File: config.mk
export PLATFORM = sky130hd
export DESIGN_NAME = flo_dispatch
export DESIGN_NICKNAME = d
export VERILOG_FILES = /design/src/rtl/flo_dispatch.sv
export SDC_FILE = /design/constraint.sdc
export NUM_CORES = 1
export LEC_CHECK = 0
export ABC_CLOCK_PERIOD_IN_PS = 3500
export BUFFER_PORTS_ARGS = -buffer_cell sky130_fd_sc_hd__buf_2
export CORE_MARGIN = 2
export CORE_UTILIZATION = 56
export CTS_CLUSTER_DIAMETER = 30
export DETAILED_ROUTE_END_ITERATION = 6
export HOLD_SLACK_MARGIN = 0.1
export PLACE_DENSITY = 0.81
export SLEW_MARGIN = 15
export SYNTH_ARGS = -nofsm -noshare
export SYNTH_HDL_FRONTEND = slang
export SYNTH_SLANG_ARGS = --single-unit
File: constraint.sdc
create_clock -name clk -period 3.5 [get_ports clk]
set_clock_uncertainty 0.15 [all_clocks]
set_input_delay 0.175 -clock clk [delete_from_list [all_inputs] [get_ports clk]]
set_output_delay 0.175 -clock clk [all_outputs]
set_load 0.01 [all_outputs]
File: src/rtl/flo_dispatch.sv
// Instruction fetch/dispatch: reads words from a 2-cycle BRAM, decodes them and
// strobes one of num_ch timed output buffers. Optional FLO_DISPATCH_STALL_COUNT_EN adds stall_cnt_o.
module flo_dispatch #(
    parameter int num_ch = 8,
    parameter int addr_w = 16
) (
    input  logic              clk,
    input  logic              rst_n,
    input  logic              start_i,
    input  logic              stop_i,
    input  logic [addr_w-1:0] start_addr_i,
    output logic [addr_w-1:0] mem_addr_o,
    output logic              mem_rd_o,
    input  logic [31:0]       mem_data_i,
    input  logic [num_ch-1:0] full_i,
    output logic [15:0]       data_o,
    output logic [6:0]        delay_o,
    output logic [num_ch-1:0] valid_o,
    output logic [num_ch-1:0] direct_o,
    output logic              busy_o,
    output logic              halted_o,
    output logic              err_o
`ifdef FLO_DISPATCH_STALL_COUNT_EN
    ,output logic [31:0]      stall_cnt_o
`endif
);

    localparam logic [2:0] S_IDLE = 3'd0;
    localparam logic [2:0] S_READ = 3'd1;
    localparam logic [2:0] S_WAIT = 3'd2;
    localparam logic [2:0] S_CAPT = 3'd3;
    localparam logic [2:0] S_DISP = 3'd4;
    localparam logic [2:0] S_HALT = 3'd5;

    logic [2:0]        state, nxt;
    logic [addr_w-1:0] pc, pc_nxt;
    logic [31:0]       instr;
    logic [7:0]        ch;
    logic              dir, ch_ok, tgt_full;
    logic              go_valid, go_direct, set_err, clr_err, stall;
    logic [num_ch-1:0] ch_sel;

    assign ch    = instr[23:16];
    assign dir   = instr[31];
    assign ch_ok = ({24'd0, ch} < num_ch);

    genvar g;
    generate
        for (g = 0; g < num_ch; g++) begin : g_sel
            assign ch_sel[g] = (ch == 8'(g));
        end
    endgenerate

    assign tgt_full   = |(full_i & ch_sel);
    assign mem_addr_o = pc;

    always_comb begin
        nxt       = state;
        pc_nxt    = pc;
        go_valid  = 1'b0;
        go_direct = 1'b0;
        set_err   = 1'b0;
        clr_err   = 1'b0;
        stall     = 1'b0;
        case (state)
            S_IDLE, S_HALT: begin
                if (start_i) begin
                    nxt     = S_READ;
                    pc_nxt  = start_addr_i;
                    clr_err = 1'b1;
                end
            end
            S_READ: nxt = S_WAIT;
            S_WAIT: nxt = S_CAPT;
            S_CAPT: nxt = S_DISP;
            S_DISP: begin
                if (ch == 8'hFF) begin
                    nxt = S_HALT;
                end else if (ch == 8'hFE) begin
                    nxt    = S_READ;
                    pc_nxt = addr_w'(instr[15:0]);
                end else if (!ch_ok) begin
                    nxt     = S_READ;
                    pc_nxt  = pc + addr_w'(1);
                    set_err = 1'b1;
                end else if (dir) begin
                    nxt       = S_READ;
                    pc_nxt    = pc + addr_w'(1);
                    go_direct = 1'b1;
                end else if (tgt_full) begin
                    stall = 1'b1;
                end else begin
                    nxt      = S_READ;
                    pc_nxt   = pc + addr_w'(1);
                    go_valid = 1'b1;
                end
            end
            default: nxt = S_IDLE;
        endcase
        // stop discards whatever this cycle would have done, including a start
        if (stop_i) begin
            nxt       = S_IDLE;
            pc_nxt    = pc;
            go_valid  = 1'b0;
            go_direct = 1'b0;
            set_err   = 1'b0;
            clr_err   = 1'b0;
            stall     = 1'b0;
        end
    end

    always_ff @(posedge clk or negedge rst_n) begin
        if (!rst_n) begin
            state    <= S_IDLE;
            pc       <= '0;
            instr    <= '0;
            mem_rd_o <= 1'b0;
            data_o   <= '0;
            delay_o  <= '0;
            valid_o  <= '0;
            direct_o <= '0;
            busy_o   <= 1'b0;
            halted_o <= 1'b0;
            err_o    <= 1'b0;
        end else begin
            state    <= nxt;
            pc       <= pc_nxt;
            if (state == S_CAPT) instr <= mem_data_i;
            mem_rd_o <= (nxt == S_READ);
            busy_o   <= (nxt != S_IDLE) && (nxt != S_HALT);
            halted_o <= (nxt == S_HALT);
            valid_o  <= go_valid  ? ch_sel : '0;
            direct_o <= go_direct ? ch_sel : '0;
            if (go_valid || go_direct) begin
                data_o  <= instr[15:0];
                delay_o <= instr[30:24];
            end
            if (clr_err)      err_o <= 1'b0;
            else if (set_err) err_o <= 1'b1;
        end
    end

`ifdef FLO_DISPATCH_STALL_COUNT_EN
    // clr_err doubles as "start accepted"
    always_ff @(posedge clk or negedge rst_n) begin
        if (!rst_n)                           stall_cnt_o <= '0;
        else if (clr_err)                     stall_cnt_o <= '0;
        else if (stall && stall_cnt_o != '1) stall_cnt_o <= stall_cnt_o + 32'd1;
    end
`endif

endmodule

==> out/qor.yml, run 1 <==
clock_network:
  post_cts_buffers: 0
  htreeDepth: 3
  clock_sinks: 94
  clock_path_buffers: 2
  clk_pin_slew_ns: 0.08
  cts_root_buf: "clkbuf_8"
  insertion_delay_ns: 0.35
  numCtsBuffers: 9
  cts_tree: "built"
place:
  dpl_worst_slack_ns: 0.664
  place_inst: 585
  gp_congestion: 0.946
  dp_hpwl_um: 6910
  io_buffer_count: 118
detailed_routing:
  first_iter_violations: 250
  via_per_inst: 5.49
  vias: 3571
  wl_per_cell_um: 16.3
  ant_nets: 0
  drt-pass1-iter-count: 5
  routed_wl_um: 10600
  drc: 0
synth:
  synth_top_family_by_area: "multiplexers"
  synth_flop_cell: "dfrtp_1"
  ys_seq_elements: 94
  synth_edf_count: 0
  synth_area_sq_um: 4340
  synthAdderAreaFrac_pct: 0.288
  synth_simple_gate_area_share_pct: 13.7
  yosysSeqAreaShare_pct: 54.2
  synthDistinctLibCells: 50
  syn_avg_cell_area_sq_um: 11.4
  synthXorXnorAreaFrac_pct: 2.22
  syn_inst: 380
  muxShareOfSynthArea_pct: 17.2
  synth_compound_area_share_pct: 9.62
  syn_nets: 441
  yosys_warnings: 0
  async_reset_ff_share_pct: 100
global_routing:
  gr-total-overflow: 0
  grt_pass1_vias: 3609
  grt_pass1_wl_um: 17200
  antenna_found_initial: 0
  grt_usage_pct: 25.7
  grt_max_degree: 77
critical_path:
  path_class: "register to register"
  rr_worst_depth: 6
  path_max_fanout: 21
  rr_startpoint: "instr[17]"
  required_ns: 3.57
  r2r_end: "mem_addr_o[8]"
  crit_path_start_kind: "register"
  startpoint: "instr[17]"
  worstPathArrival_ns: 2.93
  rrSetupSlack_ns: 0.63
  crit_path_end: "mem_addr_o[8]"
  endpoint_kind: "register"
worst_hold_path:
  hold_class: "register to register"
sta:
  tightest_slew_ns: 0.935
  report.final.slew_viol_count: 0
  rsz0062_at_grt: "no"
  hold_viol_final: 0
  fin_crit_ns: 2.87
  fmax_mhz: 349
  relSlewSlack_pct: 37.7
  tns_ns: 0
  post-route-period-util_pct: 81.9
  setup_slack_ns: 0.632
  setup_violations: 0
power:
  ir_drop_mv: 0.345
  p_leak_uw: 0.00282
  power_density_nw_per_um2: 537
floorplanning:
  dieArea_sq_um: 8480
  coreArea_sq_um: 7610
  fp-row-count: 32
  initial_utilization_pct: 57.1
  dieHeight_um: 92.1
  io_pins: 119
  die_w_um: 92.1
final_layout:
  nets: 606
  fill_cells: 520
  area_growth_pct: 31.4
  fin_cells: 650
  seq_area_sq_um: 2350
  multi_input_area_sq_um: 1880
  drive_gt1_share_pct: 36.9
run:
  max-cap-violations: 0
outcome:
  status: "completed"
## metrics by stage
| stage | hold slack [ns] | total power, uW | cell area, sq um | util (%) |
|---|---|---|---|---|
| 4_1_cts | 0.359 | 3070 | 5700 | 75.0 |
| 2_1_floorplan | -0.271 | 2070 | 4340 | - |
| 3_5_place_dp | 0.225 | 2340 | 5020 | 66.0 |
| 6_report | 0.355 | 3060 | 5710 | 75.0 |
| 5_1_grt | 0.378 | 3230 | 5700 | 75.0 |
| 3_3_place_gp | 0.221 | 2290 | 5020 | 66.0 |
## sequential cells by signal, summed over array words and instances (netlist names)
| signal | count |
|---|---|
| instr | 32 |
| data_o | 16 |
| mem_addr_o | 16 |
| direct_o | 8 |
| valid_o | 8 |
| delay_o | 7 |
| state | 3 |
| busy_o | 1 |
| err_o | 1 |
| halted_o | 1 |
| mem_rd_o | 1 |
## report_power, final
part / internal [uW] / leakage [uW] / switching [uW] / total (uW)
registers: 1340 / 0.00120 / 308 / 1650
clock network: 337 / 0.0000911 / 343 / 680
logic: 402 / 0.00152 / 335 / 737
total: 2080 / 0.00282 / 986 / 3060
## kinds of logic after synthesis
kind of cell | after synthesis
compound gates | 68
xor+xnor | 11
fa+ha+maj | 1
buf+inv | 27
flops | 94
mux | 60
simple gates | 119
## cell usage in the layout (no fill, tap or decap), types with 15 or more instances in the layout
master         count
o21ai_0           23
dlygate4sd3_1     51
nor2_1            32
mux2_2            36
nand2_1           28
nand3_1           15
mux2_4            20
dfrtp_1           94
buf_2            117
a21oi_1           18
## cell usage after synthesis, types with 5 or more instances
cell | n | area (sq um)
xnor2_1 | 8 | 70.1
nor4_1 | 5 | 31.3
o21ai_0 | 23 | 115
clkbuf_1 | 14 | 52.6
nor2_1 | 32 | 120
mux2_4 | 20 | 300
a21oi_1 | 18 | 90.1
mux2_2 | 36 | 405
nand2_1 | 28 | 105
dfrtp_1 | 94 | 2350
a211oi_1 | 6 | 45.0
inv_1 | 5 | 18.8
nand3_1 | 15 | 75.1
o211ai_1 | 5 | 37.5
nor3_1 | 12 | 60.1
## metal layers
layer,up-vias,share of wire (%),track usage (%)
met3,31,4.9,3.70
met1,1703,42,33.4
met5,-,0,0
li1,1683,-,-
met2,154,50,43.5
met4,0,3.1,10.7
## repair_timing
action | in CTS | in global routing
endpoints found under the hold margin | 128 | 0
resized for setup | 0 | 0
hold buffers | 51 | 0
## layout make-up
| cell class | count | share of cell area, % |
|---|---|---|
| diodes | 1 | 0.0439 |
| clock buffers | 11 | 2.48 |
| clock inverters | 2 | 0.614 |
| inverters | 6 | 0.395 |
| multi-input cells | 259 | 32.9 |
| flip-flops and latches | 94 | 41.2 |
| well taps | 102 | 2.24 |
| repair buffers | 175 | 20.1 |
## critical path, stage by stage (launching register included)
cell      delay, ns
dfrtp_1        0.62
nand2b_1       0.26
or4_1          0.92
nand2_1        0.33
a21oi_1        0.07
o21ai_0        0.22
o21ai_0        0.16
## how the worst min path moves through the flow
| stage | start | to | depth (start not counted) |
|---|---|---|---|
| final | delay_o[0] | delay_o[0] | 1 |
| after floorplan | rst_n | busy_o | 0 |
| after CTS | delay_o[0] | delay_o[0] | 1 |
| after global placement | rst_n | instr[8] | 1 |
| after global routing | data_o[14] | data_o[14] | 1 |
| after detailed placement | rst_n | data_o[8] | 1 |
Power figures use the tool's default switching activity.
==> run 2, diff against run 1 <==
ABC_AREA = 1   (was unset)
ABC_CLOCK_PERIOD_IN_PS = 2400   (was 3500)
CORE_UTILIZATION = 48   (was 56)
PLACE_DENSITY = 0.73   (was 0.81)
clock period = 2.4 ns   (was 3.5 ns; I/O delays follow)
==> run 2 against run 1 <==
Count of clock-buffer cells in the layout is 2 lower. Utilization shrank 9.5 points. Non-clock buffer count grew 10. Largest cell class unchanged. Largest power group unchanged. Highest routed layer unchanged.
==> out/qor.yml, run 2 <==
outcome:
  status: "completed"
place:
  place_inst: 785  # +34%
  gp_congestion: 0.926  # -2.1%
  dp_hpwl_um: 8650  # +25%
  io_buffer_count: 118  # unchanged
  dpl_worst_slack_ns: 0.126  # -0.539 ns
critical_path:
  cp_cell_sequence: "nor2_1 -> nand2_1 -> buf_4 -> nor2_1 -> nand2_1 -> nand2_1 -> nor2_2 -> nand2_2 -> nor3b_4 -> buf_4 -> nor2_4 -> nor2_1 -> nor2_1"
  crit_path_end: "delay_o[6]"
  startpoint: "instr[22]"
  path_class: "register to register"
  crit_path_start_kind: "register"
  critPathTopFamily: "simple AND/OR/NAND/NOR gates"
  required_ns: 2.55  # -1.02 ns
  path_max_fanout: 12  # -43%
  endpoint_kind: "register"
  rr_startpoint: "instr[22]"
  max_stage_delay_ns: 0.41  # -0.51 ns
  rrSetupSlack_ns: 0.18  # -0.45 ns
  path_depth: 13  # +7
  cp.buffers_inverters: 2  # +2
  worstPathArrival_ns: 2.37  # -0.56 ns
  r2r_end: "delay_o[6]"
  cp_common_cell: "nor2_1"
  crit_slowest_cell: "nor2_4"
  rr_worst_depth: 13  # +7
clock_network:
  insertion_delay_ns: 0.37  # +0.02 ns
  clk_pin_slew_ns: 0.11  # +0.03 ns
  cts_tree: "built"
  clock_sinks: 94  # unchanged
  clock_path_buffers: 2  # unchanged
  numCtsBuffers: 9  # unchanged
  cts_root_buf: "clkbuf_8"
  htreeDepth: 3  # unchanged
synth:
  yosysMostFrequentCell: "nand2_1"
  syn_avg_cell_area_sq_um: 7.99  # -30%
  syn_inst: 568  # +49%
  synthDistinctLibCells: 31  # -38%
  async_reset_ff_share_pct: 100  # unchanged
  synth_edf_count: 0  # unchanged
  yosys_warnings: 0  # unchanged
  synth_flop_cell: "dfrtp_1"
  synthTopCellsByArea: "dfrtp_1 52%, nand2_1 14%, nor2_1 5.4%"
  synth_top_cell_area_share_pct: 51.9  # -2.3 points
  yosys-top-cells-count: "166 x nand2_1, 94 x dfrtp_1, 65 x nor2_1"
  synth_top_area_cell: "dfrtp_1"
  synth_area_sq_um: 4540  # +4.4%
  ys_seq_elements: 94  # unchanged
  syn_nets: 629  # +43%
  yosysSeqAreaShare_pct: 51.9  # -2.3 points
floorplanning:
  dieHeight_um: 101  # +9.9%
  die_w_um: 101  # +9.9%
  io_pins: 119  # unchanged
  dieArea_sq_um: 10200  # +21%
  coreArea_sq_um: 9200  # +21%
  fp-row-count: 35  # +9.4%
  initial_utilization_pct: 49.3  # -7.8 points
detailed_routing:
  drc: 0  # unchanged
  vias: 4451  # +25%
  via_per_inst: 5.19  # -5.6%
  ant_nets: 0  # unchanged
  first_iter_violations: 265  # +6.0%
  wl_per_cell_um: 15.0  # -7.7%
  routed_wl_um: 12900  # +22%
  drt-pass1-iter-count: 5  # unchanged
final_layout:
  fin_cells: 858  # +32%
  drive_gt1_share_pct: 26.4  # -11 points
  nets: 803  # +33%
  fill_cells: 777  # +49%
  antennaDiodeCount: 0  # -1
  layout_common_cells: "165 x nand2_1, 117 x buf_2, 94 x dfrtp_1"
  largest_register_ffs: 32  # unchanged
  area_growth_pct: 32.9
  layout_commonest_cell: "nand2_1"
  top_register: "instr"
power:
  p_seq_share_pct: 48.8  # -4.9 points
  pwr-share-comb_pct: 31.2  # +7.1 points
  p_leak_uw: 0.00314  # +12%
  ir_drop_mv: 0.384  # +11%
  p_sw_share_pct: 40.1  # +8.0 points
  power.switching_uw: 2030  # +110%
  intPower_uw: 3030  # +46%
  power_density_nw_per_um2: 840  # +56%
  clock_power_share_pct: 20.1  # -2.1 points
global_routing:
  grt_pass1_vias: 4361  # +21%
  grt_usage_pct: 26.0  # +0.26 points
  grt_pass1_wl_um: 20800  # +21%
  antenna_found_initial: 0  # unchanged
  grt_max_degree: 47  # -39%
  gr-total-overflow: 0  # unchanged
sta:
  fin_crit_ns: 2.22  # -0.647 ns
  setup_violations: 0  # unchanged
  post-route-period-util_pct: 92.6  # +11 points
  hold_ws_ns: 0.121  # -0.235 ns
  report.final.slew_viol_count: 0  # unchanged
  hold_viol_final: 0  # unchanged
  fmax_mhz: 450  # +29%
  relSlewSlack_pct: 45.6  # +7.9 points
  setup_slack_ns: 0.179  # -0.453 ns
  tightest_slew_ns: 0.815  # -0.119 ns
worst_hold_path:
  hold_class: "input pin to async pin"
run:
  max-cap-violations: 0  # unchanged
run 2: changes by cell type in the layout (fill, tap and decap cells not counted), sizes merged, moves of 8 or more:
| cell | change |
|---|---|
| buf | +9 |
| mux2 | -56 |
| nand2 | +143 |
| xnor2 | -8 |
| nor3 | +27 |
| o21ai | +21 |
| inv | +39 |
| nand3 | +10 |
| nor2 | +60 |
| a21oi | -10 |
run 2: worst min path at each step:
| stage | cells past startpoint | endpoint |
|---|---|---|
| finish | 3 | data_o[3] |
| global route | 3 | mem_addr_o[2] |
| CTS | 3 | data_o[3] |
| detailed placement | 1 | delay_o[4] |
| global placement | 1 | delay_o[4] |
| floorplan | 0 | busy_o |
run 2: cell type report:
type / count / area [sq um] / share of cell area (%)
Clock buffer: 9 / 124 / 2.06
Tap cell: 111 / 139 / 2.30
Timing Repair Buffer: 185 / 1270 / 21.2
Inverter: 41 / 154 / 2.55
Clock inverter: 7 / 62.6 / 1.04
Multi-Input combinational cell: 411 / 1920 / 31.9
Sequential cell: 94 / 2350 / 39.0
run 2: cells by family (layout without fill, tap and decap cells):
| logic type | after synthesis | count (layout) | synth area share [%] |
|---|---|---|---|
| and+or+nand+nor | 345 | 346 | 33.8 |
| AOI/OAI and AO/OA | 60 | 60 | 6.90 |
| xor gates and xnor gates | 4 | 4 | 0.772 |
| buffers and inverters | 64 | 242 | 6.37 |
| adders and majority gates | 1 | 1 | 0.276 |
| DFF | 94 | 94 | 51.9 |
run 2: power by group through the flow:
stage	registers, uW	clock network (uW)	logic (uW)
floorplan	2470	0	924
global placement	2470	0	1440
detailed placement	2490	0	1480
CTS	2460	1040	1560
global route	2540	1110	1800
finish	2470	1020	1580
run 2: worst reg2reg max path, delay by kind of cell (launching register included):
family,cells,cell delay [ns]
buffers and inverters,2,0.32
and+or+nand+nor,11,1.29
DFF,1,0.40
run 2: through the flow:
step / util (%) / instance area [sq um] / TNS [ns] / power [uW]
floorplan: - / 4540 / 0 / 3390
global placement: 57.0 / 5250 / 0 / 3910
detailed placement: 57.0 / 5250 / 0 / 3970
CTS: 64.9 / 5970 / 0 / 5060
global route: 65.5 / 6030 / -0.0429 / 5450
finish: 65.5 / 6030 / 0 / 5060
run 2: repair_timing:
| action | CTS | global route |
|---|---|---|
| buffers inserted | 0 | 3 |
| hold buffers | 53 | 0 |
| hold endpoints to repair | 148 | 0 |
| setup endpoints to repair | 0 | 43 |
| resized for setup | 0 | 7 |
run 2: layer usage:
layer	track usage (%)	share of wire [%]
met2	41.7	48
met4	7.90	2.1
met3	4.28	5.9
met5	0	0
met1	36.6	44
==> run 3, diff against run 2 <==
ABC_AREA = unset   (was 1)
CORE_UTILIZATION = 47   (was 48)
PLACE_DENSITY = 0.72   (was 0.73)
==> run 3 against run 2 <==
Fmax shrank 1.5%. Via count shrank 19%. Combinational power down 23%. Highest routed layer unchanged. First-iteration DRC count down 66%. Sequential power fell by 5%. Flip-flop and latch count stayed put. Non-clock buffer count up 7. Largest cell class unchanged. Critical path depth shrank 7.
==> out/qor.yml, run 3 (same netlist as run 1, synthesis figures left out) <==
place:
  postPlaceCellArea_sq_um: 5210  # -0.74%
  dp_hpwl_um: 7480  # -13%
  dpl_worst_slack_ns: 0.155  # +0.0298 ns
  io_buffer_count: 118  # unchanged
  gp_congestion: 0.904  # -2.3%
final_layout:
  nets: 623  # -22%
  drive_gt1_share_pct: 39.2  # +13 points
  final_util_pct: 64.7  # -0.85 points
  top_register: "instr"
  fill_cells: 724  # -6.8%
  multi_input_area_sq_um: 1880  # -2.3%
  largest_register_ffs: 32  # unchanged
  seq_area_sq_um: 2350  # unchanged
  area_growth_pct: 35.7
  fin_area_sq_um: 5890  # -2.2%
  antennaDiodeCount: 0  # unchanged
  layout_commonest_cell: "buf_2"
  layout_common_cells: "117 x buf_2, 94 x dfrtp_1, 51 x dlygate4sd3_1"
global_routing:
  grt_max_degree: 52  # +11%
  grt_pass1_wl_um: 16900  # -19%
  grt_pass1_vias: 3508  # -20%
  antenna_found_initial: 0  # unchanged
  grt_usage_pct: 21.8  # -4.2 points
  gr-total-overflow: 0  # unchanged
floorplanning:
  dieArea_sq_um: 10000  # -2.1%
  fp-row-count: 35  # unchanged
  dieHeight_um: 100  # -1.1%
  initial_utilization_pct: 47.7  # -1.6 points
  coreArea_sq_um: 9110  # -0.95%
  die_w_um: 100  # -1.1%
  io_pins: 119  # unchanged
power:
  p_sw_share_pct: 33.2  # -6.9 points
  pwr-share-comb_pct: 27.1  # -4.1 points
  ir_drop_mv: 0.442  # +15%
  power_density_nw_per_um2: 766  # -8.9%
  p_seq_share_pct: 51.8  # +3.0 points
  intPower_uw: 3010  # -0.60%
  power.switching_uw: 1500  # -26%
  clock_power_share_pct: 21.0  # +0.9 points
  p_leak_uw: 0.00291  # -7.5%
sta:
  relSlewSlack_pct: 62.9  # +17 points
  hold_viol_final: 0  # unchanged
  setup_slack_ns: 0.145  # -0.0342 ns
  rsz0062_at_grt: "no"
  tightest_slew_ns: 0.556  # -0.259 ns
  setup_violations: 0  # unchanged
  fmax_mhz: 443  # -1.5%
  post-route-period-util_pct: 94.0  # +1.4 points
  fin_crit_ns: 2.26  # +0.0342 ns
  report.final.slew_viol_count: 0  # unchanged
  tns_ns: 0  # unchanged
worst_hold_path:
  hold_class: "input pin to async pin"
critical_path:
  path_class: "register to register"
  worstPathArrival_ns: 2.35  # -0.02 ns
  rrSetupSlack_ns: 0.14  # -0.03 ns
  rr_startpoint: "instr[23]"
  rr_worst_depth: 6  # -7
  required_ns: 2.49  # -0.06 ns
  endpoint_kind: "register"
  crit_path_start_kind: "register"
  r2r_end: "data_o[2]"
  path_max_fanout: 12  # unchanged
detailed_routing:
  routed_wl_um: 10800  # -16%
  ant_nets: 0  # unchanged
  drc: 0  # unchanged
  vias: 3599  # -19%
  wl_per_cell_um: 16.0  # +6.3%
  via_per_inst: 5.31  # +2.3%
  first_iter_violations: 89  # -66%
  drt-pass1-iter-count: 5  # unchanged
clock_network:
  cts_tree: "built"
  numCtsBuffers: 9  # unchanged
  insertion_delay_ns: 0.35  # -0.02 ns
  clock_path_buffers: 2  # unchanged
  cts_root_buf: "clkbuf_8"
  clk_pin_slew_ns: 0.09  # -0.02 ns
  clock_sinks: 94  # unchanged
  htreeDepth: 3  # unchanged
run:
  max-cap-violations: 0  # unchanged
outcome:
  status: "completed"
-- run 3: cell count changes in the layout (fill, tap and decap cells not counted), sizes merged, moves of 8 or more --
cell | before | now
nand2 | 172 | 29
nor2 | 92 | 32
mux2 | 0 | 56
inv | 45 | 7
nor3 | 40 | 13
o21ai | 44 | 23
a21oi | 8 | 18
nand3 | 25 | 15
buf | 133 | 141
xnor2 | 0 | 8
-- run 3: power by group through the flow --
stage,Combinational [uW],Clock (uW),Sequential (uW)
2_1_floorplan,749,0,2260
3_3_place_gp,1110,0,2330
3_5_place_dp,1160,0,2360
4_1_cts,1230,982,2330
5_1_grt,1340,1050,2390
6_report,1220,949,2340
-- run 3: area by class of cell --
cell class / instances / share of cell area [%]
Timing Repair Buffer: 192 / 22.5
Clock buffer: 11 / 2.40
Tap cell: 111 / 2.36
Sequential cell: 94 / 39.9
Inverter: 6 / 0.382
Clock inverter: 5 / 0.573
Multi-Input combinational cell: 259 / 31.9
-- run 3: layer usage --
layer,global-route usage (%),vias to the layer above,part of all wire [%]
li1,-,1711,-
met2,37.0,109,52
met4,9.27,0,2.1
met3,3.41,18,3.9
met5,0,-,0
met1,27.7,1761,42
-- run 3: metrics by stage --
step	std cells	total power, uW	hold slack, ns
CTS	678	4540	0.151
global placement	611	3440	-0.0143
floorplan	380	3010	-0.326
global route	678	4780	0.188
detailed placement	611	3520	-0.00179
finish	678	4510	0.139
-- run 3: worst max-delay path, stage by stage (launching register included) --
cell and delay [ns]:
dfrtp_1 0.41, or4_4 0.55, or2_4 0.26, nor3_4 0.18, nand2_2 0.12, buf_12 0.18, mux2_4 0.30
-- run 3: timing repair --
action / 4_1_cts / 5_1_grt
hold endpoints to repair: 148 / 0
setup buffers: 0 / 0
setup endpoints to repair: 0 / 0
hold buffers: 51 / 0
gates resized for setup: 0 / 0
-- run 3: how the worst max path moves through the flow --
stage / from / cells after the start / to
after floorplan: instr[23] / 6 / data_o[0]
after global placement: instr[23] / 6 / data_o[2]
after detailed placement: instr[23] / 6 / data_o[4]
after CTS: instr[23] / 6 / data_o[2]
after global routing: instr[23] / 6 / delay_o[3]
final: instr[23] / 6 / data_o[2]
